<file path="src/rtl/lap_recorder.sv">
// rtl/lap_recorder.sv - lap capture with mixed-radix lap duration and FIFO of split/lap pairs
// Head outputs are computed from next-state pointers so they track the FIFO head with count.
module lap_recorder #(
  parameter int DEPTH  = 8,
  parameter int ADDR_W = 3
) (
  input  logic              clk,
  input  logic              reset,
  input  logic [9:0]        ms_in,
  input  logic [5:0]        sec_in,
  input  logic [5:0]        min_in,
  input  logic              lap_btn,
  input  logic              next_btn,
  input  logic              clear,
  output logic [9:0]        split_ms_out,
  output logic [5:0]        split_sec_out,
  output logic [5:0]        split_min_out,
  output logic [9:0]        lap_ms_out,
  output logic [5:0]        lap_sec_out,
  output logic [5:0]        lap_min_out,
  output logic              head_valid,
  output logic [ADDR_W:0]   count,
  output logic              full,
  output logic              empty,
  output logic              overflow
);

  localparam logic [ADDR_W:0] DEPTH_C = (ADDR_W+1)'(DEPTH);

  logic              lap_prev_q, lap_prev_d, next_prev_q, next_prev_d;
  logic [ADDR_W-1:0] wr_ptr_q, wr_ptr_d, rd_ptr_q, rd_ptr_d;
  logic [ADDR_W:0]   count_q, count_d;
  logic              overflow_q, overflow_d;
  logic [21:0]       last_split_q, last_split_d;
  logic [43:0]       head_q, head_d;
  logic              head_valid_q, head_valid_d;
  logic [43:0]       mem_q [DEPTH];

  logic              push, pop, do_push, do_pop, mem_we;
  logic [10:0]       ms_diff;
  logic [6:0]        sec_diff, min_diff;
  logic [9:0]        lap_ms;
  logic [5:0]        lap_sec, lap_min;
  logic              borrow_s, borrow_m;
  logic [21:0]       sample;
  logic [43:0]       wr_data;

  always_comb begin
    push = lap_btn & ~lap_prev_q;
    pop  = next_btn & ~next_prev_q;
    lap_prev_d  = lap_btn;
    next_prev_d = next_btn;

    // Borrow chain: ms borrows from sec, sec borrows from min, min wraps mod 60.
    ms_diff  = {1'b0, ms_in} - {1'b0, last_split_q[9:0]};
    borrow_s = ms_diff[10];
    lap_ms   = borrow_s ? 10'(ms_diff + 11'd1000) : ms_diff[9:0];
    sec_diff = {1'b0, sec_in} - {1'b0, last_split_q[15:10]} - {6'd0, borrow_s};
    borrow_m = sec_diff[6];
    lap_sec  = borrow_m ? 6'(sec_diff + 7'd60) : sec_diff[5:0];
    min_diff = {1'b0, min_in} - {1'b0, last_split_q[21:16]} - {6'd0, borrow_m};
    lap_min  = min_diff[6] ? 6'(min_diff + 7'd60) : min_diff[5:0];

    sample  = {min_in, sec_in, ms_in};
    wr_data = {sample, lap_min, lap_sec, lap_ms};

    do_pop  = pop & (count_q != '0);
    do_push = push & ((count_q != DEPTH_C) | do_pop);
    mem_we  = do_push & ~clear;

    wr_ptr_d     = wr_ptr_q;
    rd_ptr_d     = rd_ptr_q;
    count_d      = count_q;
    overflow_d   = overflow_q;
    last_split_d = last_split_q;

    if (clear) begin
      wr_ptr_d     = '0;
      rd_ptr_d     = '0;
      count_d      = '0;
      overflow_d   = 1'b0;
      last_split_d = '0;
    end else begin
      if (push) last_split_d = sample;
      if (push && !do_push) overflow_d = 1'b1;
      if (do_push) wr_ptr_d = wr_ptr_q + ADDR_W'(1);
      if (do_pop) rd_ptr_d = rd_ptr_q + ADDR_W'(1);
      if (do_push && !do_pop) count_d = count_q + 1'b1;
      else if (!do_push && do_pop) count_d = count_q - 1'b1;
    end

    head_valid_d = (count_d != '0);
    if (count_d == '0) head_d = '0;
    else if (mem_we && wr_ptr_q == rd_ptr_d) head_d = wr_data;
    else head_d = mem_q[rd_ptr_d];
  end

  always_ff @(posedge clk) begin
    if (reset) begin
      lap_prev_q   <= 1'b1;
      next_prev_q  <= 1'b1;
      wr_ptr_q     <= '0;
      rd_ptr_q     <= '0;
      count_q      <= '0;
      overflow_q   <= 1'b0;
      last_split_q <= '0;
      head_q       <= '0;
      head_valid_q <= 1'b0;
    end else begin
      lap_prev_q   <= lap_prev_d;
      next_prev_q  <= next_prev_d;
      wr_ptr_q     <= wr_ptr_d;
      rd_ptr_q     <= rd_ptr_d;
      count_q      <= count_d;
      overflow_q   <= overflow_d;
      last_split_q <= last_split_d;
      head_q       <= head_d;
      head_valid_q <= head_valid_d;
    end
  end

  always_ff @(posedge clk) begin
    if (mem_we && !reset) mem_q[wr_ptr_q] <= wr_data;
  end

  assign {split_min_out, split_sec_out, split_ms_out} = head_q[43:22];
  assign {lap_min_out, lap_sec_out, lap_ms_out}       = head_q[21:0];
  assign head_valid = head_valid_q;
  assign count      = count_q;
  assign full       = (count_q == DEPTH_C);
  assign empty      = (count_q == '0);
  assign overflow   = overflow_q;

endmodule

</file>
<file path="config.mk">
export PLATFORM = sky130hd
export DESIGN_NAME = lap_recorder
export DESIGN_NICKNAME = d
export VERILOG_FILES = /design/src/rtl/lap_recorder.sv
export SDC_FILE = /design/constraint.sdc
export NUM_CORES = 1
export LEC_CHECK = 0
export CORE_UTILIZATION = 60
export DETAILED_ROUTE_END_ITERATION = 10
export PLACE_DENSITY = 0.88
export SLEW_MARGIN = 20
export SYNTH_ARGS = -nofsm -noshare
export SYNTH_HDL_FRONTEND = slang
export SYNTH_SLANG_ARGS = --single-unit
export TNS_END_PERCENT = 100
</file>
<file path="constraint.sdc">
create_clock -name clk -period 8.3 [get_ports clk]
set_input_delay 2.49 -clock clk [delete_from_list [all_inputs] [get_ports clk]]
set_output_delay 2.49 -clock clk [all_outputs]
set_load 0.005 [all_outputs]
</file>
* After elaboration in Yosys (flattened, before gate mapping)
Memory sizes are Yosys's and may differ from the RTL's. A register that Yosys moved wholly into a read port is not among the register bits.
Cells that the tools add are included.
** Word-level totals
- Bits of input ports :: 27
- Output and inout bits :: 52
- Bits in registers :: 36
- Memories :: 1
- Bits in writable memories :: 352
- Logic and storage cells :: 55
** Memory list
- mem_q :: words 8, width 44, rd ports 1, clocked after Yosys merged registers in 1, write ports 1, RTL line 37 : logic [43:0] mem_q [DEPTH];
** Operators by class
- Bitwise operators :: 9
- Mux-type cells :: 10
- Reductions and logical operators :: 13
- Add/sub/neg operators :: 12
- Equality and inequality tests :: 2
** Operators by type and width (count)
- subtractor 6 x 6 -> 7 bit :: 2
- subtractor 7 x 1 -> 7 bit :: 2
- adder 6 bit, second input constant :: 2
- 2-to-1 mux 4 bit :: 3
- 2-to-1 mux 6 bit :: 2
- subtractor 10 x 10 -> 11 bit :: 1
- adder 10 bit, second input constant :: 1
- 2-to-1 mux 10 bit :: 1
- logical NOT 4 bit :: 2
- nonzero test 4 bit :: 2
- adder 3 x 1 -> 3 bit, second input constant :: 2
- 2-to-1 mux 3 bit :: 2
- AND 1 bit :: 5
- adder 4 x 1 -> 4 bit, second input constant :: 1
- equality test 4 bit, second input constant :: 1
- logical AND 1 bit :: 4
- inequality test 4 bit, second input constant :: 1
- OR reduction 2 bit :: 2
- subtractor 4 x 1 -> 4 bit, second input constant :: 1
- logical NOT 1 bit :: 3
- NOT 1 bit :: 3
- 2-to-1 mux 1 bit :: 2
- bitwise OR 1 bit :: 1

* Longest topological paths before layout
Gate-level depths: netlist of run 1.
- Word-level depth :: 12
- Gate-level depth with buffers :: 25
- Mapped depth without buffers :: 25

* Worst setup path before layout of run 1
OpenSTA, ideal clock, no wires.
- Path type :: in2reg
- From :: input ms_in[0]
- To :: register head_q[21], read port of mem_q
- Required time :: 8.230 ns
- Path slack :: 0.760 ns
- Cell stages on the path :: 24
- Path buffers :: 0
- Setup time :: 0.070 ns
- Arrival time :: 7.470 ns
- Path through :: inv_1 ha_1 fa_1 nand2b_2 a21oi_2 o31a_1 a221oi_4 fa_1 fa_1 nand2_1 a21oi_1 o21ai_0 xor2_1 inv_1 fa_1 fa_1 nand2_1 a21oi_1 o21ai_0 xor2_1 nor4_1 xnor2_1 o21ai_0 a21oi_1
** RTL lines
- start: declaration :: RTL line 9 : input logic [9:0] ms_in,
- end: declaration :: RTL line 35 : logic [43:0] head_q, head_d;

==> run summary, run 1 <==
Critical Path Max Stage Delay: 0.51 ns
Part of the power in combinational logic: 0.055
Pre-CTS setup slack: -0.162 ns
Post-route ant nets: 0
Clock network fraction of total power: 0.415
Via count: 9,570
Sequential share of the synthesized area: 0.694
Xor/xnor share of the synthesized area: 0.0209
Vias in the first global route: 10,100
Yosys warns: 0
Crit. End Element: flip-flop
Synth area leaders: edfxtp_1, mux4_2, dfxtp_1
DR iter-0 viols: 1,156
Vias/cell: 6.15
Io pins: 79
Register bit total from synthesis: 432
Layout Skew: 0.0187 ns
Routability cong.: 0.826
Req. time, crit path: 8.79 ns
Cts bufs inserted: 42
Core Region: 28,700 um2
FFs w/ async S/R, synth: 0
All-layer global routing usage: 0.262
Finished Layout Cells: 1,556
Critical Path Slowest Stage Cell: clkdlybuf4s50_1
Hpwl dp: 21,800 um
Largest family of logic cells by synthesized area: multiplexers
Initial antenna violation count: 0
Count of final hold-check violations: 0
CP Data Arrival Time: 8.43 ns
Post-Synth Adder-Cell Area: 0.0321
Die area: 29,900 um2
Number of synthesized flops with an enable pin: 352
Leak: 6.94 nW
CTS tree: done
First-pass GRT wire length: 58,600 um
Most frequent cells in the layout: edfxtp_1, mux4_2, dfxtp_1, clkdlybuf4s50_1, a21oi_1
Drt total wl: 37,800 um
Pin count of the biggest net entering global routing: 72
N_diodes: 0
Relative slew margins: 0.268
Clock Path Buffers: 3
Grt total ovfl: 0
FF/Latch Area: 12,200 um2
# nets final: 1,208
Area growth syn-to-layout: 15.6%
Critical path type: in2reg
Post-synth cell types: 57
Die Y: 173 um
Sequential share of power: 0.530
Tightest Hold Check Type: reg2reg
Final Slew Violations: 0
Later-pin clock latency in the skew report: 0.55 ns
Power Density: 223 nW/um2
Std cell rows: 62
Net Sw Frac: 0.215
Syn Area/Cell: 17.1 um2
Mux contribution to synthesized area: 0.140
Commonest non-fill, non-tap cell in the layout: edfxtp_1
Die X: 173 um
Wire length per cell: 24.3 um
Outcome: complete, no violations
Layout cell share with drive strength beyond 1: 0.183
Crit path top cell by count: fa_1
Placed cell count: 1,479
Worst-path clk slew: 0.06 ns
Tcrit/Tclk final: 0.957
Critical path's top delay family: adder cells
Footprint of the multi-input gates: 4990 um2
Post-CTS Hold Buffers: 0
Post-synthesis compound-gate area fraction: 0.0489
Crit path max fanout: 9
Largest area contributor in the netlist: edfxtp_1
Startpoint Class: input pin
Clk sinks: 432
Post-Syn Area: 17,600 um2
Htree depth: 2
Post-synth top area share: 0.602
Fill count: 1,730
Final setup violation count: 0
FMAX: 126 MHz
Clock Tree Root: clkbuf_16
Sw power: 0.000971 W
Cells after Synth: 1,029
Buffers added on ports: 78
Int Pwr: 0.00355 W
DR DRC count: 0
Mapped Nets: 1,098
Post-Synth Simple-Gate Area: 0.0371
Setup Fix Bufs, Post-CTS: 0
Slew @ Worst Pin: 1.10 ns
Final setup margin: 0.356 ns
Post-layout min period: 7.94 ns
Most used DFF post-synth: edfxtp_1
Starting Density: 0.611
Drt pass-1 iters: 5
VDD IR max: 0.157 mV
Bufs and invs on worst path: 3
Max-cap violation count: 0
-- per-stage QoR --
| stage | hold WS, ns | setup TNS, ns | utilization | cell area, um2 | total power (W) |
|---|---|---|---|---|---|
| finish | 0.457 | 0 | 0.707 | 20300 | 0.00452 |
| detailed placement | 0.447 | -1.35 | 0.659 | 18900 | 0.00268 |
| CTS | 0.456 | 0 | 0.706 | 20300 | 0.00453 |
| global route | 0.469 | -0.0143 | 0.707 | 20300 | 0.00464 |
| global placement | 0.444 | 0 | 0.658 | 18900 | 0.00267 |
| floorplan | 0.436 | 0 | - | 17600 | 0.00258 |
-- power groups by stage --
stage / registers (W) / logic (W) / clock network [W]
after detailed placement: 0.00244 / 0.000240 / 0
final: 0.00240 / 0.000248 / 0.00187
after global placement: 0.00244 / 0.000226 / 0
after global routing: 0.00240 / 0.000269 / 0.00197
after floorplan: 0.00244 / 0.000132 / 0
after CTS: 0.00240 / 0.000244 / 0.00188
-- path summary, 6_finish.rpt --
| check | start | endpoint | slack (ns) | depth (start not counted) |
|---|---|---|---|---|
| max | ms_in[0] | head_q[20] | 0.36 | 25 |
| min | last_split_q[5] | last_split_q[5] | 0.46 | 2 |
| max reg2reg | last_split_q[0] | head_q[20] | 2.57 | 23 |
| min reg2reg | last_split_q[5] | last_split_q[5] | 0.46 | 2 |
-- metal layers --
metal	wire length, um	GRT usage	vias to the layer above
li1	-	-	4170
met1	14300	0.329	4807
met3	3030	0.0561	117
met2	19200	0.446	476
met5	0	0	-
met4	1250	0.107	0
-- state kept, by name, indices dropped and copies added (netlist names) --
| signal | count |
|---|---|
| overflow | 1 |
| head_q | 44 |
| wr_ptr_q | 3 |
| count | 4 |
| next_prev_q | 1 |
| mem_q | 352 |
| last_split_q | 22 |
| lap_prev_q | 1 |
| head_valid | 1 |
| rd_ptr_q | 3 |
-- cells in the mapped netlist, types with 3 or more instances --
library cell,instances
and3_1,3
mux4_2,88
a21oi_1,76
xnor2_1,23
nor3_1,9
or2_2,3
o21ai_0,42
buf_4,8
ha_1,37
o21ai_1,7
inv_1,59
buf_2,17
clkbuf_1,15
nand3b_1,3
xor2_1,13
o211a_1,4
fa_1,5
nand2_1,64
mux2i_1,46
nor2_1,21
dfxtp_1,80
edfxtp_1,352
nand3_1,3
nand2b_1,8
a21o_1,3
-- kinds of logic after synthesis --
family / Yosys count
AOI/OAI and AO/OA: 146
xor gates and xnor gates: 38
adders and majority gates: 42
buffers and inverters: 105
DFF: 432
muxes: 135
and+or+nand+nor: 131
-- what timing repair did --
item,in CTS,in global routing
resized for setup,0,3
setup endpoints to repair,0,2
endpoints found under the hold margin,0,0
-- area by class of cell --
cell class,count,share of cell area
multi-input combinational,492,0.246
tap,384,0.0237
timing repair buffer,112,0.0525
inverter,59,0.0109
clock inverter,15,0.00617
sequential,432,0.600
clock buffer,62,0.0610
-- tightest hold or removal path: cells and delay by family, from the launching register on --
kind             cells  cell delay [ns]
flip-flops           1             0.31
AO/OA/AOI/OAI        1             0.05
AND/OR/NAND/NOR      1             0.05
No activity file was read; power rests on OpenSTA's default activity.
==> run 2: changes to the inputs <==
--- a/config.mk
+++ b/config.mk
@@ -6,6 +6,7 @@
 export NUM_CORES = 1
 export LEC_CHECK = 0
 export CORE_UTILIZATION = 60
+export CTS_BUF_LIST = sky130_fd_sc_hd__clkbuf_8 sky130_fd_sc_hd__clkbuf_16
 export DETAILED_ROUTE_END_ITERATION = 10
 export PLACE_DENSITY = 0.88
 export SLEW_MARGIN = 20
==> run 2 against run 1 <==
Compared with the run above: via count shrank 0.10%; sequential power barely moved; die area unchanged; first-iteration DRC count decreased by 5.0%; final cell count stayed put; non-clock buffer count did not move; design area is the same; flip-flop and latch count stayed put.
==> run summary, run 2 (synthesized netlist as in run 1, its figures left out) <==
Outcome: complete, no violations
Crit path max fanout: 9
Post-DP Area: 18,900 um2
Hpwl dp: 21,800 um
Post-route ant nets: 0
Power, Total: 0.00451 W
Vias in the first global route: 10,100
Number of flip-flops in the largest register: 352
FF/Latch Area: 12,200 um2
Std cell rows: 62
Critical path type: in2reg
Clock Path Buffers: 3
Die area: 29,900 um2
Relative slew margins: 0.283
Die X: 173 um
# nets final: 1,208
Footprint of the multi-input gates: 4990 um2
Initial antenna violation count: 0
Count of final hold-check violations: 0
DR iter-0 viols: 1,098
Core Region: 28,700 um2
Wire length per cell: 24.3 um
DR DRC count: 0
Post-layout min period: 7.93 ns
Pin count of the biggest net entering global routing: 72
Drt total wl: 37,800 um
Finished Layout Cells: 1,556
Via count: 9,560
Worst-path clk slew: 0.06 ns
Clock Tree Root: clkbuf_16
Tcrit/Tclk final: 0.956
Power Density: 222 nW/um2
Leak: 6.98 nW
Later-pin clock latency in the skew report: 0.55 ns
Cts bufs inserted: 42
Final setup violation count: 0
Area growth syn-to-layout: 15.6%
CP Data Arrival Time: 8.42 ns
Max-cap violation count: 0
Starting Density: 0.611
Crit. End Element: flip-flop
Placed cell count: 1,479
CTS tree: done
FMAX: 126 MHz
Htree depth: 2
Drt pass-1 iters: 5
Commonest non-fill, non-tap cell in the layout: edfxtp_1
Most frequent cells in the layout: edfxtp_1, mux4_2, dfxtp_1, clkdlybuf4s50_1, a21oi_1
Buffers added on ports: 78
Fin area: 20,300 um2
Largest registers: mem_q x352, head_q x44, last_split_q x22
Slew @ Worst Pin: 1.08 ns
First-pass GRT wire length: 58,600 um
Vias/cell: 6.14
Routability cong.: 0.826
Tightest Hold Check Type: reg2reg
N_diodes: 0
Layout Skew: 0.0196 ns
Io pins: 79
Clk sinks: 432
Fill count: 1,730
Die Y: 173 um
All-layer global routing usage: 0.262
Startpoint Class: input pin
Layout cell share with drive strength beyond 1: 0.183
Final Slew Violations: 0
Req. time, crit path: 8.79 ns
Grt total ovfl: 0
VDD IR max: 0.156 mV
Setup Fix Bufs, Post-CTS: 0
Top reg by flops: mem_q
## run 2: area by class of cell
class	count	area share
repair buffers	112	0.0525
flip-flops and latches	432	0.600
clock inverters	25	0.00802
multi-input cells	492	0.246
well taps	384	0.0237
clock buffers	52	0.0591
inverters	59	0.0109
## run 2: worst max-delay path, cell delays in order
cell,delay (ns)
clkdlybuf4s50_1,0.51
inv_1,0.05
ha_1,0.22
fa_1,0.41
nand2b_2,0.21
a21oi_2,0.16
o31a_1,0.23
a221oi_4,0.09
fa_1,0.42
fa_1,0.42
nand2_1,0.10
a21oi_1,0.09
o21ai_0,0.22
xor2_1,0.21
inv_1,0.12
fa_1,0.43
fa_1,0.45
nand2_1,0.08
a21oi_1,0.09
o21ai_0,0.28
xor2_1,0.17
nand2b_1,0.18
xnor2_1,0.48
o21ai_0,0.17
a21oi_1,0.14
## run 2: stage by stage
step	utilization	setup WS, ns	hold WS [ns]	setup TNS, ns
floorplan	-	0.760	0.436	0
global placement	0.658	0.0337	0.444	0
detailed placement	0.659	-0.162	0.447	-1.35
CTS	0.706	0.343	0.456	0
global route	0.707	-0.0143	0.469	-0.0143
finish	0.707	0.366	0.456	0
## run 2: what timing repair did
item,CTS,global route
hold buffers,0,0
endpoints found under the setup margin,0,2
gates resized for setup,0,3
## run 2: final timing paths
| kind | slack (ns) | from | end | depth (start not counted) |
|---|---|---|---|---|
| hold reg to reg | 0.46 | last_split_q[5] | last_split_q[5] | 2 |
| setup / recovery | 0.37 | ms_in[0] | head_q[20] | 25 |
| setup reg to reg | 2.57 | last_split_q[0] | head_q[20] | 23 |
| hold / removal | 0.46 | last_split_q[5] | last_split_q[5] | 2 |
## run 2: layer usage
| layer | vias up | routed length [um] | part of all wire | track usage |
|---|---|---|---|---|
| met5 | - | 0 | 0 | 0 |
| met2 | 481 | 19300 | 0.51 | 0.446 |
| li1 | 4160 | - | - | - |
| met1 | 4816 | 14300 | 0.38 | 0.329 |
| met4 | 0 | 1200 | 0.032 | 0.107 |
| met3 | 103 | 3040 | 0.080 | 0.0561 |
## run 2: report_power, final
group	internal (W)	switching [W]
registers	0.00239	0.00000501
logic	0.0000881	0.000160
clock network	0.00106	0.000810
==> edit (config.mk and constraints of run 2) <==
Change the parameter `ADDR_W` from 3 to 2.
--- a/src/rtl/lap_recorder.sv
+++ b/src/rtl/lap_recorder.sv
@@ -3,5 +3,5 @@
 module lap_recorder #(
   parameter int DEPTH  = 8,
-  parameter int ADDR_W = 3
+  parameter int ADDR_W = 2
 ) (
   input  logic              clk,
Interface: changed (resized count); port bits go from 79 to 78. The function was not compared with the original's and may differ.
==> edit against run 2 <==
  * Worst setup slack got worse by 160 ps
  * Design area down 36%
  * Clock skew about the same
  * Routed wire length decreased by 39%
  * Via count fell by 28%
  * Area after synthesis is 38% lower
  * Power decreased by 41%
  * First-iteration DRC count down 55%
  * Die area decreased by 38%
  * Non-clock buffer count up 3
  * Sequential cell count is 179 lower
  * Global-route usage decreased by 0.19 points
  * Worst hold slack better by 4.2 ps
  * Largest cell class unchanged
==> edit: results (changes against run 2) <==
Placement
  – GP Congestion: 0.9453 (was 0.8258)
  – Placement Cell Area: 12020 sq um (was 18900 sq um)

Layout
  – Fraction of layout instances using a drive strength above 1: 17.54% (was 18.26%)
  – Biggest regs: mem_q: 176 flops, head_q: 44 flops, last_split_q: 22 flops (was mem_q: 352 flops, head_q: 44 flops, last_split_q: 22 flops)
  – Fin nets: 971 (was 1208)
  – Finished Layout Cells: 1143 (was 1556)

Worst setup path
  – Depth of the worst register-to-register path: 25 (was 23)
  – Maximum fanout encountered on the critical timing path: 5 (was 9)
  – Worst Path Arrival: 8540 ps (was 8420 ps)
  – End of the worst register-to-register path: head_q[21]$_SDFF_PP0_ (was head_q[20]$_SDFF_PP0_)

Pwr
  – Worst-case vdd ir drop: 0.0002030 V (was 0.0001563 V)
  – Total leakage power: 4.737 nW (was 6.981 nW)
  – Sw power: 0.0005790 W (was 0.0009755 W)

STA
  – Transition time at the pin with the least slew margin: 1109 ps (was 1075 ps)
  – Post-route clock period utilization: 97.50% (was 95.60%)
  – Worst clock skew: 19.72 ps (was 19.57 ps)

CTS
  – H-tree lvl count: 1 (was 2)
  – Clock insertion delay at the later pin of the skew report: 530 ps (was 550 ps)

Synthesis
  – Synthesized net count: 862 (was 1098)
  – Part of the Yosys area used for sequential elements: 62.92% (was 69.35%)
  – Yosys cell types: 61 (was 57)
  – Top cells by instance count after synthesis: 176 x sky130_fd_sc_hd__edfxtp_1, 94 x sky130_fd_sc_hd__nand2_1, 77 x sky130_fd_sc_hd__dfxtp_1, 61 x sky130_fd_sc_hd__a21oi_1, 57 x sky130_fd_sc_hd__inv_1 (was 352 x sky130_fd_sc_hd__edfxtp_1, 88 x sky130_fd_sc_hd__mux4_2, 80 x sky130_fd_sc_hd__dfxtp_1, 76 x sky130_fd_sc_hd__a21oi_1, 64 x sky130_fd_sc_hd__nand2_1)
  – Synth top area cells: sky130_fd_sc_hd__edfxtp_1 49%, sky130_fd_sc_hd__dfxtp_1 14%, sky130_fd_sc_hd__mux4_2 9.1% (was sky130_fd_sc_hd__edfxtp_1 60%, sky130_fd_sc_hd__mux4_2 11%, sky130_fd_sc_hd__dfxtp_1 9.1%)
  – Post-synthesis instance total: 790 (was 1029)
  – EDFF count, synth: 176 (was 352)

Global route
  – Number of global-route vias before repair: 6976 (was 10140)
  – Met1 Use GR: 34.87% (was 32.94%)
  – GRT met2 Usage: 43.54% (was 44.57%)
  – Wire length of the first global-routing pass: 36560 um (was 58610 um)

Worst hold path
  – Hold Path Sink: last_split_q[15]$_SDFFE_PP0P_ (was last_split_q[5]$_SDFFE_PP0P_)
  – Source of the worst hold timing path: last_split_q[15]$_SDFFE_PP0P_ (was last_split_q[5]$_SDFFE_PP0P_)

Outcome
  – Run status: finished clean (unchanged)

Routing
  – Post-Route WL: 23110 um (was 37840 um)
  – WL met3: 1723 um (was 3039 um)
  – DRC violation total after the first TritonRoute iteration: 491 (was 1098)
## edit: area by class of cell
class                      instances  area, sq um
sequential                       253         6827
fill                            1010         4528
multi-input combinational        445         3731
timing repair buffer             115         1056
clock buffer                      33        769.5
tap                              225        281.5
inverter                          59        221.5
clock inverter                    13        62.56
## edit: worst max path at each step
stage / to / slack (ps) / depth (start not counted)
2_1_floorplan: head_q[21]$_SDFF_PP0_ / 420 / 26
3_3_place_gp: head_q[21]$_SDFF_PP0_ / -190 / 27
3_5_place_dp: head_q[21]$_SDFF_PP0_ / -410 / 27
4_1_cts: head_q[18]$_SDFF_PP0_ / 8 / 27
5_1_grt: head_q[21]$_SDFF_PP0_ / -70 / 27
6_report: head_q[21]$_SDFF_PP0_ / 210 / 27
## edit: logic make-up after synthesis
| group | count (synthesis) | synth area share (%) |
|---|---|---|
| xor gates and xnor gates | 31 | 2.503 |
| and+or+nand+nor | 201 | 8.615 |
| muxes | 59 | 10.53 |
| buffers and inverters | 92 | 3.610 |
| DFF | 253 | 62.92 |
| adders and majority gates | 45 | 5.536 |
| AOI/OAI and AO/OA | 109 | 6.285 |
## edit: power groups by stage
stage,logic (W),clock network (W),registers [W]
final,0.000195,0.00111,0.00137
after global routing,0.000213,0.00117,0.00137
after CTS,0.000185,0.00112,0.00137
after detailed placement,0.000180,0,0.00140
after global placement,0.000172,0,0.00140
after floorplan,0.000109,0,0.00140
## edit: worst max-delay path, delay by kind of cell
kind / cells / cell delay [ps]
buffers and inverters: 5 / 780
AND/OR/NAND/NOR: 6 / 1030
adder cells (fa/ha/maj): 7 / 2360
XOR/XNOR: 3 / 550
AO/OA/AOI/OAI: 6 / 1320
## edit: timing repair
item	in CTS	in global routing
buffers inserted	0	3
pin swaps	1	10
gates cloned	0	0
resized for setup	3	12
setup endpoints to repair	8	20
